[src/rtl/audio_uart_streamer.sv]
// Multi-channel audio frame capture, frame FIFO and 8N1 UART serialiser.
// Optional frame header (0xA5 + sequence number) enabled by STREAMER_SYNC_EN.
module audio_uart_streamer #(
  parameter int NUM_CH     = 4,
  parameter int SAMPLE_W   = 24,
  parameter int FIFO_DEPTH = 4,
  parameter int CLK_HZ     = 100_000_000,
  parameter int BAUD_RATE  = 921_600
) (
  input  logic                               clk_in,
  input  logic                               rst_in,
  input  logic [NUM_CH-1:0][SAMPLE_W-1:0]    audio_in,
  input  logic                               valid_in,
  input  logic                               enable_in,
  input  logic [NUM_CH-1:0]                  ch_mask_in,
  input  logic [3:0]                         decim_in,
  output logic                               tx_wire_out,
  output logic                               busy_out,
  output logic                               overflow_out,
  output logic [15:0]                        dropped_out
);

  localparam int BIT_P = CLK_HZ / BAUD_RATE;
  localparam int BCW   = $clog2(BIT_P + 1);
  localparam int AW    = (FIFO_DEPTH > 1) ? $clog2(FIFO_DEPTH) : 1;
  localparam int CW    = $clog2(FIFO_DEPTH + 1);
  localparam int CHW   = (NUM_CH > 1) ? $clog2(NUM_CH) : 1;
  localparam int CIW   = CHW + 1;

  typedef enum logic [2:0] {IDLE, LOAD, START, DATA, STOP} state_t;

  // Lowest masked channel at or above 'from'; NUM_CH when none is left.
  function automatic logic [CIW-1:0] first_ch(input logic [NUM_CH-1:0] m,
                                              input logic [CIW-1:0] from);
    logic [CIW-1:0] r;
    r = CIW'(NUM_CH);
    for (int i = NUM_CH - 1; i >= 0; i--) begin
      if (m[i] && (CIW'(i) >= from)) r = CIW'(i);
    end
    return r;
  endfunction

  function automatic logic [7:0] samp_byte(input logic [NUM_CH-1:0][15:0] s,
                                           input logic [CIW-1:0] ch,
                                           input logic hi);
    logic [7:0] r;
    r = 8'h00;
    for (int i = 0; i < NUM_CH; i++) begin
      if (ch == CIW'(i)) r = hi ? s[i][15:8] : s[i][7:0];
    end
    return r;
  endfunction

  logic [NUM_CH-1:0][15:0] mem_samp [FIFO_DEPTH];
  logic [NUM_CH-1:0]       mem_mask [FIFO_DEPTH];
  logic [AW-1:0]           wp_q, rp_q;
  logic [CW-1:0]           cnt_q, cnt_d;
  logic [3:0]              dec_q, dec_d;
  logic                    ovf_q;
  logic [15:0]             drop_q;
  logic [NUM_CH-1:0][15:0] cap_samp;
  logic                    cand, store, full, push, drop, pop, load, bit_end, more;

  state_t                  state_q, state_d;
  logic [BCW-1:0]          baud_q, baud_d;
  logic [2:0]              bit_q, bit_d;
  logic [7:0]              sh_q, sh_d;
  logic [CIW-1:0]          ch_q, ch_d, nxt_ch;
  logic                    hi_q, hi_d;
  logic [NUM_CH-1:0][15:0] fr_samp_q, fr_samp_d;
  logic [NUM_CH-1:0]       fr_mask_q, fr_mask_d;
  logic                    tx_q, tx_d, busy_q, busy_d;
`ifdef STREAMER_SYNC_EN
  logic [1:0]              hdr_q, hdr_d;
  logic [7:0]              seq_q, seq_d, fr_seq_q, fr_seq_d;
`endif

  // Decimation: the first valid frame after reset/enable is captured, then
  // every (decim_in+1)-th one.
  always_comb begin
    dec_d = dec_q;
    cand  = 1'b0;
    if (!enable_in) begin
      dec_d = 4'd0;
    end else if (valid_in) begin
      cand  = (dec_q == 4'd0);
      dec_d = (dec_q >= decim_in) ? 4'd0 : dec_q + 4'd1;
    end else begin
      dec_d = dec_q;
    end
    for (int i = 0; i < NUM_CH; i++) begin
      cap_samp[i] = audio_in[i][SAMPLE_W-1 -: 16];
    end
    store = cand && (ch_mask_in != {NUM_CH{1'b0}});
    full  = (cnt_q == CW'(FIFO_DEPTH));
    push  = store && !full;
    drop  = store && full;
  end

  // Serialiser next-state; the byte-advance decision is folded into the last
  // STOP cycle so consecutive bytes and frames leave without idle gaps.
  always_comb begin
    state_d   = state_q;
    baud_d    = baud_q;
    bit_d     = bit_q;
    sh_d      = sh_q;
    ch_d      = ch_q;
    hi_d      = hi_q;
    fr_samp_d = fr_samp_q;
    fr_mask_d = fr_mask_q;
    pop       = 1'b0;
    load      = 1'b0;
    more      = 1'b0;
    bit_end   = (baud_q == BCW'(BIT_P - 1));
    nxt_ch    = first_ch(fr_mask_q, ch_q + CIW'(1));
`ifdef STREAMER_SYNC_EN
    hdr_d     = hdr_q;
    seq_d     = seq_q;
    fr_seq_d  = fr_seq_q;
`endif
    if (state_q == START || state_q == DATA || state_q == STOP) begin
      baud_d = bit_end ? {BCW{1'b0}} : baud_q + BCW'(1);
    end else begin
      baud_d = {BCW{1'b0}};
    end

    case (state_q)
      IDLE: begin
        if (cnt_q != {CW{1'b0}}) state_d = LOAD;
        else                     state_d = IDLE;
      end
      LOAD: begin
        load    = 1'b1;
        state_d = START;
      end
      START: begin
        if (bit_end) state_d = DATA;
        else         state_d = START;
      end
      DATA: begin
        if (bit_end) begin
          sh_d = sh_q >> 1;
          if (bit_q == 3'd7) begin
            bit_d   = 3'd0;
            state_d = STOP;
          end else begin
            bit_d = bit_q + 3'd1;
          end
        end else begin
          state_d = DATA;
        end
      end
      STOP: begin
        if (bit_end) begin
`ifdef STREAMER_SYNC_EN
          if (hdr_q != 2'd2) begin
            hdr_d = hdr_q + 2'd1;
            more  = 1'b1;
          end else
`endif
          if (hi_q) begin
            hi_d = 1'b0;
            more = 1'b1;
          end else if (nxt_ch != CIW'(NUM_CH)) begin
            ch_d = nxt_ch;
            hi_d = 1'b1;
            more = 1'b1;
          end else begin
            more = 1'b0;
          end
          if (more) begin
            state_d = START;
          end else if (cnt_q != {CW{1'b0}}) begin
            load    = 1'b1;
            state_d = START;
          end else begin
            state_d = IDLE;
          end
        end else begin
          state_d = STOP;
        end
      end
      default: state_d = IDLE;
    endcase

    if (load) begin
      pop       = 1'b1;
      fr_samp_d = mem_samp[rp_q];
      fr_mask_d = mem_mask[rp_q];
      ch_d      = first_ch(mem_mask[rp_q], {CIW{1'b0}});
      hi_d      = 1'b1;
`ifdef STREAMER_SYNC_EN
      hdr_d     = 2'd0;
      fr_seq_d  = seq_q;
      seq_d     = seq_q + 8'd1;
`endif
    end else begin
      pop = 1'b0;
    end

    if (state_d == START && state_q != START) begin
`ifdef STREAMER_SYNC_EN
      case (hdr_d)
        2'd0:    sh_d = 8'hA5;
        2'd1:    sh_d = fr_seq_d;
        default: sh_d = samp_byte(fr_samp_d, ch_d, hi_d);
      endcase
`else
      sh_d = samp_byte(fr_samp_d, ch_d, hi_d);
`endif
    end else begin
      sh_d = sh_d;
    end

    case (state_d)
      START:   tx_d = 1'b0;
      DATA:    tx_d = sh_d[0];
      default: tx_d = 1'b1;
    endcase

    cnt_d  = cnt_q + CW'(push) - CW'(pop);
    busy_d = (state_d != IDLE) || (cnt_d != {CW{1'b0}});
  end

  // Frame storage; contents are qualified by the reset pointers and count.
  always_ff @(posedge clk_in) begin
    if (push) begin
      mem_samp[wp_q] <= cap_samp;
      mem_mask[wp_q] <= ch_mask_in;
    end
  end

  // Control, accounting and serialiser registers.
  always_ff @(posedge clk_in or posedge rst_in) begin
    if (rst_in) begin
      wp_q      <= {AW{1'b0}};
      rp_q      <= {AW{1'b0}};
      cnt_q     <= {CW{1'b0}};
      dec_q     <= 4'd0;
      ovf_q     <= 1'b0;
      drop_q    <= 16'd0;
      state_q   <= IDLE;
      baud_q    <= {BCW{1'b0}};
      bit_q     <= 3'd0;
      sh_q      <= 8'h00;
      ch_q      <= {CIW{1'b0}};
      hi_q      <= 1'b0;
      fr_samp_q <= '0;
      fr_mask_q <= {NUM_CH{1'b0}};
      tx_q      <= 1'b1;
      busy_q    <= 1'b0;
`ifdef STREAMER_SYNC_EN
      hdr_q     <= 2'd0;
      seq_q     <= 8'd0;
      fr_seq_q  <= 8'd0;
`endif
    end else begin
      if (push) wp_q <= wp_q + AW'(1);
      if (pop)  rp_q <= rp_q + AW'(1);
      cnt_q     <= cnt_d;
      dec_q     <= dec_d;
      if (drop) begin
        ovf_q <= 1'b1;
        if (drop_q != 16'hFFFF) drop_q <= drop_q + 16'd1;
      end
      state_q   <= state_d;
      baud_q    <= baud_d;
      bit_q     <= bit_d;
      sh_q      <= sh_d;
      ch_q      <= ch_d;
      hi_q      <= hi_d;
      fr_samp_q <= fr_samp_d;
      fr_mask_q <= fr_mask_d;
      tx_q      <= tx_d;
      busy_q    <= busy_d;
`ifdef STREAMER_SYNC_EN
      hdr_q     <= hdr_d;
      seq_q     <= seq_d;
      fr_seq_q  <= fr_seq_d;
`endif
    end
  end

  assign tx_wire_out  = tx_q;
  assign busy_out     = busy_q;
  assign overflow_out = ovf_q;
  assign dropped_out  = drop_q;

endmodule
[config.mk]
export PLATFORM = sky130hd
export DESIGN_NAME = audio_uart_streamer
export DESIGN_NICKNAME = d
export VERILOG_FILES = /design/src/rtl/audio_uart_streamer.sv
export SDC_FILE = /design/constraint.sdc
export NUM_CORES = 1
export LEC_CHECK = 0
export ABC_AREA = 1
export ABC_CLOCK_PERIOD_IN_PS = 5000
export BUFFER_PORTS_ARGS = -buffer_cell sky130_fd_sc_hd__buf_2
export CAP_MARGIN = 0
export CORE_MARGIN = 3
export CORE_UTILIZATION = 60
export DETAILED_ROUTE_END_ITERATION = 10
export PLACE_DENSITY = 0.8
export SLEW_MARGIN = 10
export SYNTH_ARGS = -nofsm -noshare
export SYNTH_HDL_FRONTEND = slang
export SYNTH_SLANG_ARGS = --single-unit
[constraint.sdc]
create_clock -name clk_in -period 5 [get_ports clk_in]
set_input_delay 0.5 -clock clk_in [delete_from_list [all_inputs] [get_ports clk_in]]
set_output_delay 0.5 -clock clk_in [all_outputs]
set_load 0.03 [all_outputs]
Word-level counts from Yosys, hierarchy flattened --
Memory sizes are Yosys's and may differ from the RTL's. Index checks and enable logic that the tools add are counted.
Storage, ports and cells: bits in writable memories 272, output and inout bits 19, memories 2, ROM bits 0, bits in latches 0, bits in registers 123
Memory list:
- mem_samp | depth 4, width 64, read ports 1, clocked after memory_dff 0, write ports 1, RTL line 54 | logic [NUM_CH-1:0][15:0] mem_samp [FIFO_DEPTH];
- mem_mask | depth 4, width 4, read ports 1, clocked after memory_dff 0, write ports 1, RTL line 55 | logic [NUM_CH-1:0] mem_mask [FIFO_DEPTH];
Operators by class: shifts and indexed selects 0, bitwise logic cells 0, add/sub/neg operators 9, $lt $le $gt $ge 5, divide/modulo/power cells 0, multipliers 0, equality and inequality tests 16, muxes and demuxes 57, reductions and logical operators 24
Operators with widths (number):
- two-way mux 8 bit | 11
- two-way mux 64 bit | 1
- two-way mux 3 bit | 17
- equality test 3 x 2 -> 1 bit, second input constant | 6
- two-way mux 1 bit | 18
- adder 16 x 1 -> 16 bit, second input constant | 1
- != test 16 bit, second input constant | 1
- one-hot mux 3 bit (5 select lines) | 1
- two-way mux 7 bit | 2
- two-way mux 4 bit | 3
- equality test 3 bit, second input constant | 3
- nonzero test 3 bit | 3
- logical AND 1 bit | 8
- adder 7 x 1 -> 7 bit, second input constant | 1
- equality test 7 bit, second input constant | 1
- adder 3 x 1 -> 3 bit, second input constant | 2
- equality test 3 x 1 -> 1 bit, second input constant | 2
- greater-or-equal comparator 1 x 3 -> 1 bit, first input constant | 2
- greater-or-equal comparator 2 x 3 -> 1 bit, first input constant | 2
- zero test 3 bit | 2
- AND reduction 2 bit | 3
- adder 2 x 1 -> 2 bit, second input constant | 2
- adder 4 x 1 -> 4 bit, second input constant | 1
- greater-or-equal comparator 4 bit | 1
- other kinds (12) | 17

Longest topological paths before layout --
depth after elaboration 23, gate-level depth with buffers 21, mapped depth without buffers 20

Worst setup path after synthesis --
OpenSTA, ideal clock, no wires.
path kind register to register, start reg dec_q[0], end mem mem_mask[0][0] (enable), stages on the path, launching flop included 7, data required time 4505 ps, buffers on the path 0, path slack 499 ps, arrival 4006 ps, clock period less this slack 4501 ps, path through dfrtp_1 -> inv_1 -> ha_1 -> nand3_1 -> nor3_1 -> nand3_1 -> nor2_1
On the way: cells in the longest elaborated chain, start to end 7
RTL lines:
- start, declared | RTL line 58 | logic [3:0] dec_q, dec_d;
- start signal, assigned | RTL line 239 | dec_q <= 4'd0;
- start signal, assigned | RTL line 261 | dec_q <= dec_d;
- zero test 4 bit | RTL line 86 | cand = (dec_q == 4'd0);
- two-way mux 1 bit | RTL line 85 | end else if (valid_in) begin
- two-way mux 1 bit | RTL line 83 | if (!enable_in) begin
- logical AND 1 bit | RTL line 94 | store = cand && (ch_mask_in != {NUM_CH{1'b0}});
- logical AND 1 bit | RTL line 96 | push = store && !full;
- two-way mux 1 bit | RTL line 227 | if (push) begin
- two-way mux 1 bit (not written as such) | RTL line 229 | mem_mask[wp_q] <= ch_mask_in;
- end, declared | RTL line 55
No other way between the ends.

Worst setup path in the final report --
start reg ch_q[0], end reg tx_q, in the netlist tx_wire_out
On the way: cells in the longest elaborated chain, start to end 23, elaborated cells between the ends (all ways) 51, those cells by class add/sub: 1; order compare: 4; eq/ne: 6; mux: 34; reduce/logical: 6
RTL lines:
- start, declared | RTL line 68 | logic [CIW-1:0] ch_q, ch_d, nxt_ch;
- start signal, assigned | RTL line 246 | ch_q <= {CIW{1'b0}};
- start signal, assigned | RTL line 270 | ch_q <= ch_d;
- adder 3 x 1 -> 3 bit | RTL line 115 | nxt_ch = first_ch(fr_mask_q, ch_q + CIW'(1));
- greater-or-equal comparator 2 x 3 -> 1 bit | RTL line 38 | if (m[i] && (CIW'(i) >= from)) r = CIW'(i);
- logical AND 1 bit | RTL line 38
- two-way mux 3 bit (4 in series) | RTL line 38
- != test 3 bit | RTL line 164 | end else if (nxt_ch != CIW'(NUM_CH)) begin
- two-way mux 1 bit | RTL line 164
- two-way mux 1 bit | RTL line 161 | if (hi_q) begin
- two-way mux 1 bit | RTL line 154 | if (bit_end) begin
- [3 not listed]
- one-hot mux 1 bit (2 select lines) | RTL line 127 | case (state_q)
- two-way mux 3 bit, or another cell as far along | RTL line 186 | if (load) begin
- zero test 3 bit or two-way mux 8 bit (tied branches) | RTL line 49 | if (ch == CIW'(i)) r = hi ? s[i][15:8] : s[i][7:0];
- two-way mux 8 bit (4 in series) | RTL line 49
- two-way mux 8 bit * | RTL line 201 | if (state_d == START && state_q != START) begin
- via sh_d[0] | RTL line 67 | logic [7:0] sh_q, sh_d;
- one-hot mux 1 bit (2 select lines) * | RTL line 215 | case (state_d)
- via tx_d | RTL line 72 | logic tx_q, tx_d, busy_q, busy_d;
- end signal, assigned | RTL line 274 | tx_q <= tx_d;
- end, declared | RTL line 72
Mark *: on every way through the listed nets, which the timed path passes. The rest lies on a longest branch. The select of a mux whose other input is x is not followed. A chain may end at the register's enable or synchronous reset.

==> metrics.md <==
| Metric | Value |
|---|---|
| Clock transition at path regs | ~0.060 ns |
| # hold bufs at CTS | 0 |
| # placed instances | ~1,900 |
| RSZ-0062 raised after global routing | false |
| Skew-Pair Late Insertion Delay | 0.53 ns |
| Arr. time, crit path | 4.02 ns |
| Initial antenna violation count | 3 |
| CTS resizes | 0 |
| Top post-synthesis cells by area | edfxtp_1 49%, dfrtp_1 18%, nand2_1 6.0%, nor2_1 5.6%, o21ai_0 4.5% |
| Post-route minimum period | 3.562 ns |
| Post-synthesis area per instance | 11.09 um2 |
| First-pass DRT Iterations | 6 |
| Hold violation total from the final report | 0 |
| Vias per cell | 5.614 |
| Ports | 127 |
| Die ar. | 29,560 um2 |
| Top cell type's share of synthesized area | 49.44% |
| Final-stage net count | roughly 1,700 |
| Crit path kind | flop to flop |
| Int Pwr | ~5.4 mW |
| Most common cell after layout, fill and taps aside | edfxtp_1 |
| Die H | 171.9 um |
| Actual slew at the worst max-slew pin | 1.101 ns |
| Flop pwr share | 54.4% |
| CTS Sinks | slightly below 400 |
| Leak pwr | 7.410 nW |
| Largest net degree at the start of global routing | 104 |
| Post-route ant nets | 0 |
| Primary FF master, synth | edfxtp_1 |
| Drt drc | 0 |
| Syn_nets | 1,617 |
| Finished Layout Cells | 1,952 |
| Pwr Total | approximately 7.0 mW |
| RD Place Congestion | 0.8592 |
| Total Routing Usage GR | a little under a quarter |
| Worst EP required | 5.46 ns |
| Clock power share | 39.6% |
| Combinational share of power | 6.1% |
| Area of the multi-input gates | 4549 um2 |
| Setup Fix Bufs, Post-CTS | 0 |
| Most frequent cells in the layout | 272 x edfxtp_1, 265 x nand2_1, 244 x nor2_1 |
| Pwr/cell area | 377.4 nW/um2 |
| Pins Over Slew Limit | 0 |
| Relative slew margins | 26.63% |
| Worst vdd rail ir drop | around 0.00035 V |
| Critical Path Source Type | flop |
| Layout filler cell count | around 1,900 |
| Syn Inst Count | 1,489 |
| Netlist cell types | 52 |
| Share of cells above drive strength 1 | about an eighth |
| CTS Buffer Depth | 3 |
| Initial Util | 61.13% |
| Sequential-to-total area share from yosys stat | 68.08% |
| Async SR Flop Fraction | 31.14% |
| Core footprint | 27,030 um2 |
| DR vias | 10,959 |
| Detail Placement HPWL | ~20,000 um |
| First-pass GRT wire length | 54,120 um |
| Largest fanout on the critical path | 70 |
| Post-Route WL | 33,730 um |
| Min Hold Slack | 0.1048 ns |
| Switching power | 1.558 mW |
| Post-synth top area cell | edfxtp_1 |
| Period utilization | between 70% and 80% |
| Ys Warns | 0 |
| Status | finished clean |
| Vias in the first global route | 10,852 |
| Root buf cell | clkbuf_16 |
| Synth Register Bits | a little under 400 |
| Setup-failing EPs final | 0 |
| Worst min-delay path class | input pin to async pin |
| Sw frac | 22.35% |
| CTS H-tree depth | 2 |
| CTS tree | done |
| P&R area growth vs syn | 11.78% |
| Layout Skew | about 0.023 ns |
| Post-Syn Area | ~17,000 um2 |
| Register area | 11,250 um2 |
| Maximum clock rate | 280.7 MHz |
| Setup crit end kind | flop |
| EDFF count, synth | 272 |
| WL/cell | 17.28 um |
| Num rows | 60 |
| Die Wd | about 170 um |
| 1st-iter DRT viols | 1,006 |
| Port-buffer cells | 94 |
| GRT overflow | 0 |
| CTS Buf Count | 40 |
| Fin Setup TNS | 0 ns |
| Max-Cap Viols | 0 |
==> per-stage QoR <==
| stage | cell area, um2 | setup WS, ns | util, % |
|---|---|---|---|
| 3_3_place_gp | 17250 | 1.542 | 63.84 |
| 5_1_grt | 18460 | 1.136 | 68.31 |
| 3_5_place_dp | 17250 | 1.490 | 63.84 |
| 2_1_floorplan | 16520 | 0.4994 | - |
| 6_report | 18470 | 1.438 | 68.32 |
| 4_1_cts | 18460 | 1.459 | 68.31 |
==> critical path: stages (launching register included) <==
cell and delay [ns]:
dfrtp_1 0.44, ha_1 0.35, nor2_1 0.10, nand2_1 0.06, nand3_1 0.09, nand2_1 0.12, nor2_4 0.18, nand2_4 0.11
nand2_8 0.27, buf_4 0.62, nand2_1 0.20, o21ai_4 0.18, nand3_4 0.16, inv_1 0.16, nor2_1 0.06, nand2_1 0.06
nand2_1 0.05, nand2_1 0.12, nand2_1 0.08, nand2_1 0.06
==> power by group through the flow <==
| stage | sequential [mW] | clock [mW] | combinational (mW) |
|---|---|---|---|
| 6_report | 3.79 | 2.76 | 0.423 |
| 5_1_grt | 3.80 | 2.95 | 0.471 |
| 4_1_cts | 3.79 | 2.79 | 0.431 |
| 3_5_place_dp | 3.86 | 0 | 0.429 |
| 3_3_place_gp | 3.85 | 0 | 0.407 |
| 2_1_floorplan | 3.88 | 0 | 0.216 |
==> cell families (layout without fill, tap and decap cells) <==
logic type,count (synthesis),count (layout),synth area share (%)
adders and majority gates,20,20,1.560
xor gates and xnor gates,23,23,1.219
AOI/OAI and AO/OA,263,263,8.839
other,0,2,0
and+or+nand+nor,613,613,15.74
buffers and inverters,175,295,4.559
DFF,395,395,68.08
==> worst paths after layout <==
path,from,endpoint,slack (ns),depth (start not counted)
setup / recovery,ch_q[0],tx_wire_out,1.44,19
hold / removal,rst_in,dropped_out[12],0.10,2
setup reg to reg,ch_q[0],tx_wire_out,1.44,19
hold reg to reg,baud_q[0],baud_q[0],0.46,1
max in group asynchronous,rst_in,fr_samp_q[21],3.95,3
min in group clk_in,audio_in[18],mem_samp[3][10],0.18,1
==> cell type report <==
| class | count | share of cell area, % |
|---|---|---|
| Inverter | 109 | 2.236 |
| Clock inverter | 18 | 0.6979 |
| Clock buffer | 55 | 5.834 |
| Timing Repair Buffer | 113 | 3.320 |
| Antenna cell | 2 | 0.02710 |
| Multi-Input combinational cell | 919 | 24.64 |
| Sequential cell | 395 | 60.94 |
| Tap cell | 341 | 2.311 |
==> cell usage after synthesis (9+ instances only) <==
master and n:
a21oi_1 11, buf_2 17, buf_4 9, clkbuf_1 27, dfrtp_1 122, edfxtp_1 272, ha_1 19, inv_1 103
nand2_1 265, nand3_1 51, nor2_1 248, nor3_1 15, o21ai_0 148, o21ai_1 36, o22ai_1 41, xnor2_1 12
xor2_1 11
==> per-layer routing <==
layer  track usage (%)  share of wire (%)
met2             39.37                 50
met4             8.192                2.8
met1             30.43                 41
met5                 0              0.042
met3             4.115                6.2
==> registers in the layout (all words and copies together), names as in the netlist <==
register,cells
baud_q,7
bit_q,3
busy_out,1
ch_q,3
cnt_q,3
dec_q,4
dropped_out,16
fr_mask_q,4
fr_samp_q,64
hi_q,1
mem_mask,16
mem_samp,256
overflow_out,1
rp_q,2
sh_q,8
state_q,3
tx_wire_out,1
wp_q,2
Power figures use the tool's default switching activity.
